### src/rtl/state_snapshot_reader.sv
// Purpose: capture WORDS live state words on request and stream them plus an additive checksum.
// Latency: word 0 is valid the cycle after the capturing edge; one word per handshake, WORDS+1 words total.
// Backpressure: valid/ready; outputs hold while out_ready is low; requests during a busy snapshot are dropped and counted.
module state_snapshot_reader #(
    parameter int WIDTH = 32,
    parameter int WORDS = 8
) (
    input  logic                   clk,
    input  logic                   rst,
    input  logic                   snap_req,
    input  logic [WORDS*WIDTH-1:0] in_data,
    output logic                   snap_busy,
    output logic                   out_valid,
    input  logic                   out_ready,
    output logic [WIDTH-1:0]       out_data,
    output logic [3:0]             out_index,
    output logic                   out_last,
    output logic [7:0]             drop_count
);

    localparam int          IW       = (WORDS > 1) ? $clog2(WORDS) : 1;
    localparam logic [3:0]  LAST_IDX = 4'(WORDS);

    typedef enum logic {IDLE, SEND} state_t;

    state_t           state;
    logic [WIDTH-1:0] buffer [WORDS];
    logic [WIDTH-1:0] checksum;
    logic [WIDTH-1:0] in_sum;
    logic [3:0]       next_idx;
    logic [WIDTH-1:0] next_word;
    logic             handshake;
    logic             final_hs;
    logic             accept;
    logic             reject;

    // Sum of the live words, wrapping modulo 2^WIDTH, loaded into checksum on capture.
    always_comb begin
        in_sum = '0;
        for (int i = 0; i < WORDS; i++) begin
            in_sum = in_sum + in_data[i*WIDTH +: WIDTH];
        end
    end

    // Handshake decode, request acceptance and the word to present after the next advance.
    always_comb begin
        handshake = out_valid && out_ready;
        final_hs  = handshake && (out_index == LAST_IDX);
        accept    = snap_req && ((state == IDLE) || final_hs);
        reject    = snap_req && !accept;
        next_idx  = out_index + 4'd1;
        next_word = (next_idx == LAST_IDX) ? checksum : buffer[next_idx[IW-1:0]];
    end

    // Snapshot storage: written only at an accepted request, frozen for the whole stream.
    always_ff @(posedge clk) begin
        if (!rst && accept) begin
            for (int i = 0; i < WORDS; i++) begin
                buffer[i] <= in_data[i*WIDTH +: WIDTH];
            end
            checksum <= in_sum;
        end
    end

    // Control FSM with registered stream outputs and the saturating drop counter.
    always_ff @(posedge clk) begin
        if (rst) begin
            state      <= IDLE;
            snap_busy  <= 1'b0;
            out_valid  <= 1'b0;
            out_data   <= '0;
            out_index  <= '0;
            out_last   <= 1'b0;
            drop_count <= '0;
        end else begin
            if (reject && (drop_count != 8'hFF)) begin
                drop_count <= drop_count + 8'd1;
            end
            if (accept) begin
                // Fresh capture, also covers the back-to-back case on the final handshake.
                state     <= SEND;
                snap_busy <= 1'b1;
                out_valid <= 1'b1;
                out_index <= '0;
                out_last  <= 1'b0;
                out_data  <= in_data[WIDTH-1:0];
            end else if (handshake) begin
                if (final_hs) begin
                    state     <= IDLE;
                    snap_busy <= 1'b0;
                    out_valid <= 1'b0;
                    out_index <= '0;
                    out_last  <= 1'b0;
                    out_data  <= '0;
                end else begin
                    out_index <= next_idx;
                    out_data  <= next_word;
                    out_last  <= (next_idx == LAST_IDX);
                end
            end
        end
    end

endmodule

### config.mk
export PLATFORM = sky130hd
export DESIGN_NAME = state_snapshot_reader
export DESIGN_NICKNAME = d
export VERILOG_FILES = /design/src/rtl/state_snapshot_reader.sv
export SDC_FILE = /design/constraint.sdc
export NUM_CORES = 1
export LEC_CHECK = 0
export CORE_MARGIN = 8
export CORE_UTILIZATION = 50
export CTS_CLUSTER_DIAMETER = 100
export DETAILED_ROUTE_END_ITERATION = 8
export MAX_ROUTING_LAYER = met4
export PLACE_DENSITY = 0.88
export SYNTH_ARGS = -nofsm -noshare
export SYNTH_HDL_FRONTEND = slang
export SYNTH_SLANG_ARGS = --single-unit
export TNS_END_PERCENT = 100
### constraint.sdc
create_clock -name clk -period 16.6 [get_ports clk]
set_input_delay 3.32 -clock clk [delete_from_list [all_inputs] [get_ports clk]]
set_output_delay 3.32 -clock clk [all_outputs]
set_load 0.005 [all_outputs]
==> out/results.ini, run 1 <==
[grt]
grt_pass1_vias=14051
grt_overflow=0
track_usage_pct=23.1
antenna_found_initial=5
grt_max_degree=83
grt_pass1_wl_um=77800

[pwr]
ir_drop_mv=0.0943
p_leak_nw=9.77
powerDensity_nw_per_um2=151
finalPower_mw=3.68

[critical_path]
endpoint_kind=flop
path_max_fanout=3
cp_data_arrival_time_ns=8.43
required_ns=16.89
worstSetupPathType=input port to flop
worst_setup_path_start_kind=input port

[yosys]
synth_top_area_cell=edfxtp_1
yosys.cell_count.top_type=inv_1
netlist_instances=1471
synth_edf_count=288
synth_area_um2=19500
seq_area_frac_synth_pct=49.2
yosys-top-cells-count=inv_1 (386), edfxtp_1 (288), fa_1 (183)
synth.distinct_cells=52
ys_ff_latch=334
synth_flop_cell=edfxtp_1
synth_async_sr_flop_share_pct=0
synth.top_cell.area_share_pct=44.5
synthesis.nets=1949
synth_area_per_cell_um2=13.2
ys_warn_count=0
synth_area_leaders=edfxtp_1 (44%), fa_1 (19%), inv_1 (7.4%), mux4_2 (7.4%), dfxtp_1 (4.7%)

[placement]
preCtsSetupSlack_ns=7.96
gp_congestion=0.859
numPortBuffers=306
hpwl_um=37200

[sta]
setup_viol=0
fmax_mhz=123
fin_ws_ns=8.46
tns_ns=0
min_period_over_period_pct=49.0
slew_violations=0
clock_skew_ns=0.0125
hold_slack_ns=0.476
rsz0062_at_grt=no
final_hold_viol_count=0
max_slew.worst_pin.slew_ns=1.12
period_minus_slack_ns=8.14
relSlewSlack_pct=25.1

[final_layout]
final_nets=2257
synthToLayoutAreaGrowth_pct=25.3
fillers=2761
drive_gt1_share_pct=8.41

[die]
ios=307
fp.dieH_um=213
die_x_um=213
die_area_um2=45500
rows=72
coreArea_um2=38600
initial_core_util_pct=50.4

[clock_tree]
ctsLongestPathBuffers=3
htree_levels=2
clock_latency_ns=0.55
cts-root-buf=clkbuf_16
cts_tree=done
path_clk_slew_ns=0.06
cts_sinks=334
postCtsSetupBuffers=0
cts_buffers=38
post_cts_resized=0
cts_hold_buf=0

[routing]
drt-total-wl_um=49900
final_antenna_net_count=0
viasPerCell=5.31
first_pass_iters=5
remaining_drc_errors=0
drtIter0Drc=1021
via_count=12396
routedWlPerCell_um=21.4

[min_path]
min_path_type=flop to flop

[outcome]
status=complete, no violations

[job]
drv_cap=0

[flip-flops by register name, indices dropped and copies added, names as in the netlist]
signal,cells
checksum,32
out_last,1
drop_count,8
state,1
buffer,256
out_index,4
out_data,32
[worst paths after layout]
path                 from            end  slack (ns)  cells past startpoint
max            in_data[2]   checksum[28]        8.46                     20
min              out_last       out_last        0.48                      2
max reg2reg  out_index[0]  buffer[7][20]       12.75                      8
min reg2reg      out_last       out_last        0.48                      2
[report_power, final]
group / internal (mW) / switching (mW) / total (mW)
registers: 1.08 / 0.0278 / 1.11
logic: 0.764 / 0.962 / 1.73
clock network: 0.502 / 0.341 / 0.843
[cells in the final DEF, fill, tap and decap left out, drive strengths merged, types with 32 or more instances in the layout]
master / n
a211oi: 37
a22oi: 32
clkbuf: 53
clkdlybuf4s50: 305
dfxtp: 46
edfxtp: 288
fa: 183
ha: 35
inv: 386
mux2i: 33
mux4: 64
nand2: 45
nor2: 59
o21ai: 46
xnor2: 32
[cell type report]
class | count | area (µm²) | area share, %
sequential | 334 | 9570 | 39.3
multi-input combinational | 702 | 8290 | 34.0
timing repair buffer | 317 | 3140 | 12.9
inverter | 386 | 1450 | 5.94
clock buffer | 53 | 1120 | 4.60
tap | 518 | 648 | 2.66
clock inverter | 16 | 130 | 0.534
antenna | 8 | 20.0 | 0.0821
[layer usage]
layer | routed length, µm | track usage (%) | share of wire [%] | vias up
li1 | - | - | - | 5544
met1 | 19200 | 27.3 | 39 | 6244
met2 | 25300 | 38.6 | 51 | 502
met3 | 3630 | 4.54 | 7.3 | 106
met4 | 1820 | 9.55 | 3.6 | 0
met5 | 0 | - | 0 | -
[worst max-delay path, stage by stage]
cell             delay [ns]
clkdlybuf4s50_1        0.55
inv_1                  0.09
fa_1                   0.53
inv_1                  0.05
fa_1                   0.46
fa_1                   0.50
inv_1                  0.05
fa_1                   0.44
inv_1                  0.08
ha_1                   0.20
inv_1                  0.08
fa_1                   0.46
nor2b_1                0.19
o31a_1                 0.21
o311ai_2               0.16
o31a_2                 0.37
o21ai_2                0.22
a221o_1                0.22
nand2_1                0.09
xnor2_1                0.15
[cell families (layout without fill, tap and decap cells)]
group	after synthesis	after routing	share of synthesized area [%]
AO/OA/AOI/OAI	185	185	6.39
XOR/XNOR	44	44	1.98
adder cells (fa/ha/maj)	218	218	21.1
buffers and inverters	435	772	8.51
flip-flops	334	334	49.2
multiplexers	97	97	9.11
other	0	8	0
AND/OR/NAND/NOR	158	158	3.72
[metrics by stage]
| stage | cell area [µm²] | utilization [%] | instances |
|---|---|---|---|
| 2_1_floorplan | 19500 | - | 1471 |
| 3_3_place_gp | 23100 | 59.9 | 2257 |
| 3_5_place_dp | 23100 | 59.9 | 2257 |
| 4_1_cts | 24400 | 63.2 | 2326 |
| 5_1_grt | 24400 | 63.2 | 2331 |
| 6_report | 24400 | 63.2 | 2334 |
Note: power is estimated with default switching activity, not from simulation.
==> inputs of run 2 (changes only) <==
==> constraint.sdc (replaced) <==
create_clock -name clk -period 6.81 [get_ports clk]
set_input_delay 1.362 -clock clk [delete_from_list [all_inputs] [get_ports clk]]
set_output_delay 1.362 -clock clk [all_outputs]
set_load 0.005 [all_outputs]
==> run 2 against run 1 <==
Global-route usage grew 0.69 points. Design area grew 0.17%. Critical path depth is the same. Critical endpoint unchanged. Total power grew 150%. Register-to-register slack lost 9.6 ns. Largest cell class unchanged. Cell count is the same.
==> out/results.ini, run 2 (synthesized netlist as in run 1, its figures left out) <==
[routing]
routed-wl-met2_um=26400  ; +4.7%
routedWlPerCell_um=22.1  ; +3.4%
routed.top_layer=met4
drtIter0Drc=933  ; -8.6%
first_pass_iters=5  ; unchanged
wl_met3_um=3740  ; +2.9%
viasPerCell=5.38  ; +1.3%
via_count=12554  ; +1.3%
final_antenna_net_count=0  ; unchanged
drt-total-wl_um=51600  ; +3.4%
wl_met1_um=19600  ; +2.1%
remaining_drc_errors=0  ; unchanged

[placement]
gp_congestion=0.876  ; +1.9%
numPortBuffers=306  ; unchanged
hpwl_um=37800  ; +1.5%
place_area_um2=23100  ; +0.12%

[critical_path]
rr_worst_depth=7  ; -1
worst_setup_path_start_kind=input port
r2r-end=out_data[29]
path_max_fanout=3  ; unchanged
cp_data_arrival_time_ns=6.48  ; -1.95 ns
endpoint_kind=flop
worstSetupPathType=input port to flop
rrSetupSlack_ns=3.19  ; -9.56 ns
r2r_start=out_index[0]
required_ns=7.10  ; -9.79 ns

[sta]
final_hold_viol_count=0  ; unchanged
slew_violations=0  ; unchanged
fmax_mhz=162
relSlewSlack_pct=19.2  ; -5.9 points
clock_skew_ns=0.0193  ; +0.00680 ns
tns_ns=0  ; unchanged
min_period_over_period_pct=90.8
setup_viol=0  ; unchanged
period_minus_slack_ns=6.19
max_slew.worst_pin.slew_ns=1.21  ; +0.0892 ns
rsz0062_at_grt=no

[pwr]
p_sw_mw=3.27  ; +150%
p_int_mw=5.77  ; +150%
ir_drop_mv=0.223  ; +140%
p_leak_nw=9.80  ; +0.27%
combinationalPowerShare_pct=46.7  ; -0.2 points
seq_power_share_pct=29.9  ; -0.2 points
switching_share_pct=36.2  ; about the same
clkPwrFrac_pct=23.3  ; +0.4 points
powerDensity_nw_per_um2=370  ; +150%

[clock_tree]
cts_buffers=39  ; +2.6%
cts_sinks=334  ; unchanged
cts_hold_buf=0  ; unchanged
clock_latency_ns=0.56  ; about the same
htree_levels=2  ; unchanged
cts-root-buf=clkbuf_16
path_clk_slew_ns=0.06  ; about the same
postCtsSetupBuffers=0  ; unchanged
cts_tree=done
ctsLongestPathBuffers=3  ; unchanged
post_cts_resized=0  ; unchanged

[final_layout]
finalInstanceArea_um2=24400  ; +0.17%
fillers=2821  ; +2.2%
drive_gt1_share_pct=8.56  ; +0.15 points
final_cell_mix=inv_1 (386), clkdlybuf4s50_1 (305), edfxtp_1 (288)
regMostFlops=buffer
synthToLayoutAreaGrowth_pct=25.5
top_regs=buffer x256, checksum x32, out_data x32
largest_reg_flops=256  ; unchanged
final_nets=2260  ; +0.13%
final_common_cell=inv_1

[grt]
antenna_found_initial=4  ; -1
grt_overflow=0  ; unchanged
grt_max_degree=136  ; +64%
track_usage_pct=23.8  ; +0.69 points
grt_pass1_wl_um=80000  ; +2.9%
grt_pass1_vias=14327  ; +2.0%

[outcome]
status=complete, no violations

[min_path]
min_from=out_last
hold_end=out_last
min_path_type=flop to flop
worstHoldPathCells=2  ; unchanged

[die]
die_area_um2=45500  ; unchanged
ios=307  ; unchanged
initial_core_util_pct=50.4  ; unchanged
rows=72  ; unchanged
die_x_um=213  ; unchanged
coreArea_um2=38600  ; unchanged
fp.dieH_um=213  ; unchanged

[job]
drv_cap=0  ; unchanged

[run 2: cell count changes in the layout (fill, tap and decap cells not counted)]
cell        change
clkinv_1        +2
diode_2         -3
clkbuf_1        -2
clkbuf_8        -3
bufinv_16       +1
buf_12          +1
clkinvlp_4      -1
clkinv_4        +1
buf_4           +1
inv_8           +2
inv_6           +1
[run 2: routing by layer]
metal	up-vias	track usage, %
li1	5566	-
met1	6328	28.1
met2	544	39.8
met3	116	5.14
met4	0	8.98
met5	-	-
[run 2: worst max-delay path by stage]
| stage | to | depth (start not counted) | startpoint | slack, ns |
|---|---|---|---|---|
| global placement | checksum[31] | 18 | in_data[99] | 0.28 |
| floorplan | buffer[0][0] | 5 | out_ready | 0.05 |
| global route | checksum[31] | 18 | in_data[3] | 0.39 |
| CTS | checksum[31] | 18 | in_data[3] | 0.65 |
| detailed placement | checksum[31] | 18 | in_data[99] | 0.16 |
| finish | checksum[28] | 20 | in_data[98] | 0.62 |
[run 2: cell type report]
class / count / area [µm²] / share of cell area, %
multi-input combinational: 702 / 8290 / 34.0
tap: 518 / 648 / 2.65
clock buffer: 48 / 1070 / 4.39
inverter: 386 / 1450 / 5.93
clock inverter: 22 / 200 / 0.820
antenna: 5 / 12.5 / 0.0513
sequential: 334 / 9570 / 39.2
timing repair buffer: 319 / 3170 / 13.0
[run 2: per-stage QoR]
stage / cells / hold WS, ns / power (mW) / util, % / worst slack [ns]
after floorplan: 1471 / 0.452 / 5.70 / - / 0.0485
after global placement: 2259 / 0.450 / 6.83 / 60.0 / 0.276
after detailed placement: 2259 / 0.461 / 6.94 / 60.0 / 0.156
after CTS: 2329 / 0.470 / 9.10 / 63.3 / 0.646
after global routing: 2333 / 0.476 / 9.67 / 63.3 / 0.389
final: 2334 / 0.473 / 9.04 / 63.3 / 0.625
[run 2: power by group through the flow]
stage	logic, mW	clock network [mW]	registers [mW]
CTS	4.24	2.14	2.71
floorplan	2.98	0	2.72
finish	4.22	2.11	2.71
global route	4.73	2.22	2.72
global placement	4.09	0	2.74
detailed placement	4.19	0	2.75
[run 2: critical path: stages]
cell and delay [ns]:
clkdlybuf4s50_1 0.52, inv_1 0.09, fa_1 0.54, inv_1 0.06
fa_1 0.51, fa_1 0.50, inv_1 0.05, fa_1 0.43
inv_1 0.07, ha_1 0.18, inv_1 0.07, fa_1 0.46
nor2b_1 0.18, o31a_1 0.22, o311ai_2 0.17, o31a_2 0.38
o21ai_2 0.22, a221o_1 0.22, nand2_1 0.10, xnor2_1 0.14
